**config.mk**
```make
export PLATFORM = sky130hd
export DESIGN_NAME = irq_sequencer
export DESIGN_NICKNAME = d
export VERILOG_FILES = /design/src/rtl/irq_sequencer.sv
export SDC_FILE = /design/constraint.sdc
export NUM_CORES = 1
export LEC_CHECK = 0
export ABC_AREA = 1
export CAP_MARGIN = 25
export CORE_ASPECT_RATIO = 1.25
export CORE_UTILIZATION = 50
export DETAILED_ROUTE_END_ITERATION = 8
export MAX_ROUTING_LAYER = met4
export PLACE_DENSITY = 0.91
export SKIP_CTS_REPAIR_TIMING = 1
export SKIP_LAST_GASP = 1
export SYNTH_ARGS = -nofsm -noshare
export SYNTH_HDL_FRONTEND = slang
export SYNTH_SLANG_ARGS = --single-unit
```
**constraint.sdc**
```tcl
create_clock -name CLK -period 5.1 [get_ports CLK]
set_input_delay 0.51 -clock CLK [delete_from_list [all_inputs] [get_ports CLK]]
set_output_delay 0.51 -clock CLK [all_outputs]
set_load 0.005 [all_outputs]
```
**src/rtl/irq_sequencer.sv**
```systemverilog
// Interrupt sequencer: latches edge/level IRQ lines into a pending vector and
// dispatches one ID at a time by round-robin through IDLE -> PRESENT -> ACTIVE.
module irq_sequencer #(
  parameter int IRQ_CNT = 32,
  parameter int IDW     = $clog2(IRQ_CNT)
) (
  input  logic               CLK,
  input  logic               RESET,
  input  logic [IRQ_CNT-1:0] IRQ_IN,
  input  logic [IRQ_CNT-1:0] EDGE_SEL,
  input  logic [IRQ_CNT-1:0] IRQ_EN,
  output logic               IRQ_VALID,
  output logic [IDW-1:0]     IRQ_ID,
  input  logic               IRQ_ACK,
  input  logic               IRQ_EOI,
  output logic [IRQ_CNT-1:0] PENDING,
  output logic               BUSY,
  output logic [1:0]         STATE_DBG
);

  // Handshake: IRQ_VALID/IRQ_ID offer a request; IRQ_ACK is accepted only while
  // presenting and IRQ_EOI only while active, any other strobe is ignored.
  typedef enum logic [1:0] {
    S_IDLE    = 2'd0,
    S_PRESENT = 2'd1,
    S_ACTIVE  = 2'd2
  } state_e;

  state_e             state_q, state_d;
  logic [IRQ_CNT-1:0] in_q;
  logic [IRQ_CNT-1:0] pend_edge_q, pend_edge_d;
  logic [IRQ_CNT-1:0] edge_det, eligible, ack_clr;
  logic [IDW-1:0]     ptr_q, ptr_d, id_q, id_d, rr_sel;
  logic               rr_found, ack_acc;

  assign edge_det = IRQ_IN & ~in_q & EDGE_SEL;
  assign PENDING  = (pend_edge_q & EDGE_SEL) | (in_q & ~EDGE_SEL);
  assign eligible = PENDING & IRQ_EN;
  assign ack_acc  = (state_q == S_PRESENT) && IRQ_ACK;

  // A fresh edge in the same cycle as the acknowledging clear keeps the bit set.
  always_comb begin
    ack_clr = '0;
    if (ack_acc) ack_clr[id_q] = 1'b1;
    pend_edge_d = (pend_edge_q & ~ack_clr) | edge_det;
  end

  always_comb begin
    int idx;
    rr_sel   = ptr_q;
    rr_found = 1'b0;
    idx      = 0;
    for (int i = 0; i < IRQ_CNT; i++) begin
      idx = int'(ptr_q) + i;
      if (idx >= IRQ_CNT) idx = idx - IRQ_CNT;
      if (!rr_found && eligible[idx]) begin
        rr_found = 1'b1;
        rr_sel   = IDW'(idx);
      end
    end
  end

  always_ff @(posedge CLK) begin
    if (RESET) begin
      state_q     <= S_IDLE;
      ptr_q       <= '0;
      id_q        <= '0;
      in_q        <= '0;
      pend_edge_q <= '0;
    end else begin
      state_q     <= state_d;
      ptr_q       <= ptr_d;
      id_q        <= id_d;
      in_q        <= IRQ_IN;
      pend_edge_q <= pend_edge_d;
    end
  end

  always_comb begin
    state_d = state_q;
    id_d    = id_q;
    ptr_d   = ptr_q;
    unique case (state_q)
      S_IDLE: begin
        if (rr_found) begin
          state_d = S_PRESENT;
          id_d    = rr_sel;
        end
      end
      S_PRESENT: begin
        if (IRQ_ACK) begin
          state_d = S_ACTIVE;
          ptr_d   = (int'(id_q) == IRQ_CNT - 1) ? '0 : id_q + IDW'(1);
        end else if (!eligible[id_q]) begin
          state_d = S_IDLE;
        end
      end
      S_ACTIVE: begin
        if (IRQ_EOI) state_d = S_IDLE;
      end
      default: state_d = S_IDLE;
    endcase
  end

  always_comb begin
    IRQ_VALID = (state_q == S_PRESENT);
    BUSY      = (state_q == S_ACTIVE);
    IRQ_ID    = id_q;
    STATE_DBG = state_q;
  end

endmodule

```
=== Word level (Yosys, flattened, before mapping) ===
Index checks and enable logic that the tools add are counted.

* Add/sub/neg operators: 64
* Multiply operators: 0
* Divide/modulo/power cells: 0
* Order comparisons: 66
* Eq/ne operators: 6
* Shifts and indexed selects: 0
* Multiplexer cells: 203
* Bitwise operators: 11
* Reduce and logical (&&, ||, !) cells: 68

{| class="wikitable"
|+ Operator list
! cell !! count
|-
| 2-to-1 mux 32 bit || 33
|-
| < comparator 32 x 7 -> 1 bit (second input constant) || 32
|-
| subtractor 6 x 6 -> 7 bit (second input constant) || 31
|-
| AND 32 bit || 6
|-
| greater-or-equal comparator 6 bit (second input constant) || 31
|-
| binary-select mux 1 bit (select 5 bit) || 33
|-
| 2-to-1 mux 5 bit || 33
|-
| 2-to-1 mux 1 bit || 98
|-
| adder 5 x 5 -> 6 bit (second input constant) || 16
|-
| NOT 32 bit || 3
|-
| bitwise OR 32 bit || 2
|-
| adder 5 x 4 -> 6 bit (second input constant) || 8
|-
| logical AND 1 bit || 33
|-
| zero test 1 bit || 31
|-
| adder 5 x 3 -> 6 bit (second input constant) || 4
|-
| adder 5 x 2 -> 6 bit (second input constant) || 2
|-
| 2-to-1 mux 2 bit || 4
|-
| subtractor 5 x 6 -> 7 bit (second input constant) || 1
|-
| adder 5 x 1 -> 6 bit (second input constant) || 1
|-
| greater-or-equal comparator 5 x 6 -> 1 bit (second input constant) || 1
|-
| < comparator 5 x 6 -> 1 bit (second input constant) || 1
|-
| case mux 2 bit (3 select lines) || 1
|-
| adder 5 x 1 -> 5 bit (second input constant) || 1
|-
| demux 1 bit (select 5 bit) || 1
|-
| other kinds (9) || 11
|}

* Register bits: 76
* Latch bits: 0
* RAM bits: 0
* Bits in read-only memories: 0
* Logic and storage cells: 423
* Memories: 0

=== Logic depth before layout (Yosys ltp) ===
* Depth after elaboration: 103
* Mapped depth: 55
* Gate-level depth less buffers: 54

=== Worst setup path after synthesis ===
OpenSTA, ideal clock, no wires.

* Kind: register -> register
* Start: register ptr_q[1]
* End: register id_q[3] (netlist: IRQ_ID[3])
* Setup time: 0.114 ns
* Data arrival time: 4.749 ns
* Data required time: 4.986 ns
* Path slack: 0.238 ns
* Stages on the path, launching flop included: 45
* Path buffers: 4
* Period minus slack after synthesis: 4.862 ns
* Path through: dfxtp_1 > buf_6 > inv_2 > buf_2 > ha_1 > clkinv_1 > buf_2 > nand3_2 > nand3_1 > nand3_1 > nand3_2 > nand2_4 > nor2_4 > nand2_4 > nor2_8 > nand2_4 > nor2_8 > nand4_2 > (+9 left out) > nand2_2 > nor2_2 > nand2_2 > nor2_4 > nand2_2 > nor2_2 > nand2_2 > nor2_1 > nand2_1 > nor2_2 > nand2_2 > nor2_2 > inv_2 > o31ai_4 > buf_6 > a21oi_1 > nand2_1 > a21oi_2

* Cells in the longest elaborated chain, start to end: 100
* Elaborated cells on any way between the ends: 350

{| class="wikitable"
|+ RTL lines
! element !! RTL line !! RTL
|-
| start: declaration || 33 || <nowiki>logic [IDW-1:0] ptr_q, ptr_d, id_q, id_d, rr_sel;</nowiki>
|-
| start signal: assignment || 72 || <nowiki>ptr_q <= ptr_d;</nowiki>
|-
| parallel branches: the longest is 100 deep, another holds subtractor 6 x 6 -> 7 bit || -- ||
|-
| end signal: assignment || 73 || <nowiki>id_q <= id_d;</nowiki>
|-
| end: declaration || 33 ||
|}

Several ways; the timed one is not identified. The select of a mux whose other input is x is not followed.
A chain may end at the register's enable or synchronous reset.

=== Worst setup path in the final report ===
Same ends and word-level chain as after synthesis.

==> impl_metrics.tcl <==
set metrics [dict create \
    outcome "finished, final reports clean" \
    cap_violations 0 \
    path_class "reg -> reg" \
    ys_async_sr_fraction_pct 0 \
    grt_usage_pct 40.2 \
    io_pins 141 \
    cts_root_buf "clkbuf_16" \
    final_layout_size_suffix_gt1_share_pct 24.0 \
    die_x_um 117 \
    setup_violations 0 \
    postRouteAntennaNets 0 \
    antenna_found_initial 1 \
    cp.arrival_ns 5.16 \
    tns_ns 0 \
    fin_nets 1841 \
    grt_pass1_vias 10440 \
    ys_seq_elements 76 \
    max_stage_delay_ns 0.39 \
    clk_pin_slew_ns 0.07 \
    place.gp.congestion 1.07 \
    area_growth_syn_to_layout_pct 42.7 \
    row_count 52 \
    overflow 0 \
    path_buf_inv 8 \
    crit_fanout 7 \
    skew_ns 0.00599 \
    drt-initial-drc-count 1217 \
    timing.fmax_mhz 205 \
    worst_slack_ns 0.224 \
    routedWlPerCell_um 18.3 \
    drt_first_pass_iters 6 \
    finalMaxSlewViolations 0 \
    critical_path_required_ns 5.38 \
    end_kind "flip-flop" \
    htree_levels 3 \
    power.density_nw_per_um2 346 \
    synth_warnings 0 \
    slew_headroom_pct 40.2 \
    grt.busiest_layer "met2" \
    p_leak_nw 5.75 \
    route.detailed.drc 0 \
    die_y_um 146 \
    ys.flop_type "dfxtp_1" \
    start_util_pct 51.3 \
    synth-seq-area-share_pct 18.3 \
    die_area_um2 17200 \
    startpoint_type "flip-flop" \
    dpl_worst_slack_ns -0.149 \
    gr-usage-met1_pct 44.1 \
    grt_first_pass_wirelength_mm 52.7 \
    regArea_um2 1530 \
    syn_nets 1573 \
    fill_cells 1208 \
    whs_ns 0.485 \
    wirelength_mm 35.7 \
    cts_buffer_depth 2 \
    met2_usage_pct 67.7 \
    mostFrequentLayoutCell "nand2_1" \
    ir_drop_mv 0.255 \
    core_area_um2 16200 \
    synth_area_per_cell_um2 5.71 \
    met3_usage_pct 5.66 \
    worst-slew-pin-transition_ns 0.889 \
    final_hold_viol_count 0 \
    grt_max_degree 76 \
    fin_crit_sh_pct 95.6 \
    multi_input_area_um2 6170 \
    vias_per_cell 5.85 \
    rsz0062_at_grt "true" \
    clock-sinks 76 \
    cts_tree "done" \
    worst_path_most_repeated_cell "nor2_4" \
    synth_edf_count 0 \
    postSynthCellCount 1456 \
    mostFrequentLayoutCells "354 x nand2_1, 209 x inv_1, 170 x nand3_1, 148 x buf_4, 146 x o21ai_0" \
    cts_buffers 9 \
    path_delay_family "simple AND/OR/NAND/NOR gates" \
    synth_area_um2 8320 \
    hold_class "reg -> reg" \
    slowest_stage "dfxtp_4" \
    fin_crit_ns 4.88 \
    vias 11381 \
    detailed_place_hpwl_mm 26.9 \
    io_buffers 140 \
    synth_cell_types 52 \
    clock_insertion_delay_worst_skew_ns 0.35 \
]
## kinds of logic (layout without fill, tap and decap cells)
kind of cell | after synthesis | in the layout | share of synthesized area (%)
other | 0 | 1 | 0
adders and majority gates | 17 | 17 | 2.56
and+or+nand+nor | 815 | 815 | 45.5
DFF | 76 | 76 | 18.3
xor gates and xnor gates | 16 | 16 | 1.78
AOI/OAI and AO/OA | 254 | 254 | 17.0
buffers and inverters | 278 | 551 | 14.8
## power breakdown
part | leakage [nW] | total (mW) | internal, mW | switching [mW]
clock | 0.142 | 0.645 | 0.352 | 0.293
sequential | 0.632 | 0.728 | 0.649 | 0.0787
combinational | 4.97 | 2.74 | 1.03 | 1.71
total | 5.75 | 4.11 | 2.03 | 2.08
## through the flow
step	power [mW]	cells	area [um^2]	util (%)
4_1_cts	3.85	1927	11000	68.1
3_5_place_dp	3.21	1911	10700	66.2
2_1_floorplan	2.26	1456	8320	-
5_1_grt	4.37	1946	11900	73.3
3_3_place_gp	3.17	1911	10700	66.2
6_report	4.11	1946	11900	73.3
## cells in the mapped netlist (3+ instances only)
master | n | share of area [%]
nand2_1 | 387 | 17
nand3_1 | 243 | 15
inv_1 | 215 | 9.7
o21ai_0 | 154 | 9.3
nor2_1 | 98 | 4.4
dfxtp_1 | 76 | 18
a21oi_1 | 38 | 2.3
nand3_2 | 31 | 3.7
inv_2 | 21 | 0.95
ha_1 | 17 | 2.6
nand2_2 | 17 | 1.3
o21ai_1 | 13 | 0.78
xor2_1 | 13 | 1.4
buf_2 | 12 | 0.72
buf_6 | 12 | 1.6
a31oi_1 | 11 | 0.83
nor2_2 | 8 | 0.60
nor3_1 | 8 | 0.48
o211ai_1 | 7 | 0.63
a21boi_0 | 6 | 0.54
clkbuf_1 | 6 | 0.27
nor2_4 | 6 | 0.81
a21oi_2 | 5 | 0.53
o21a_1 | 5 | 0.45
nand2_4 | 4 | 0.54
o21ai_2 | 4 | 0.42
o21a_2 | 3 | 0.32
## path summary, 6_finish.rpt
| path | slack (ns) | endpoint | cells after the start | start |
|---|---|---|---|---|
| worst max-delay path | 0.22 | IRQ_ID[3] | 43 | ptr_q[1] |
| worst min-delay path | 0.49 | pend_edge_q[31] | 2 | pend_edge_q[31] |
| worst max register to register | 0.22 | IRQ_ID[3] | 43 | ptr_q[1] |
| worst min register to register | 0.49 | pend_edge_q[31] | 2 | pend_edge_q[31] |
## per-layer routing
| metal | part of all wire (%) | up-vias |
|---|---|---|
| met5 | 0 | - |
| met4 | 9.2 | 0 |
| met3 | 9.4 | 289 |
| met2 | 47 | 770 |
| met1 | 35 | 5069 |
| li1 | - | 5253 |
## sequential cells by signal (all words and copies together), names as in the netlist
signal / count
IRQ_ID: 5
ptr_q: 5
STATE_DBG: 2
pend_edge_q: 32
in_q: 32
## worst min-delay path: stages (launching register included)
cell and delay (ns):
dfxtp_1 0.31, o21ai_0 0.07, a21oi_1 0.06
## final cells by class
type / count / area share [%]
Clock inverter: 6 / 0.453
Timing Repair Buffer: 296 / 22.5
Multi-Input combinational cell: 1102 / 52.0
Sequential cell: 76 / 12.9
Inverter: 239 / 7.79
Clock buffer: 10 / 2.01
Tap cell: 216 / 2.28
Antenna cell: 1 / 0.0211
No activity file was read; power rests on OpenSTA's default activity.
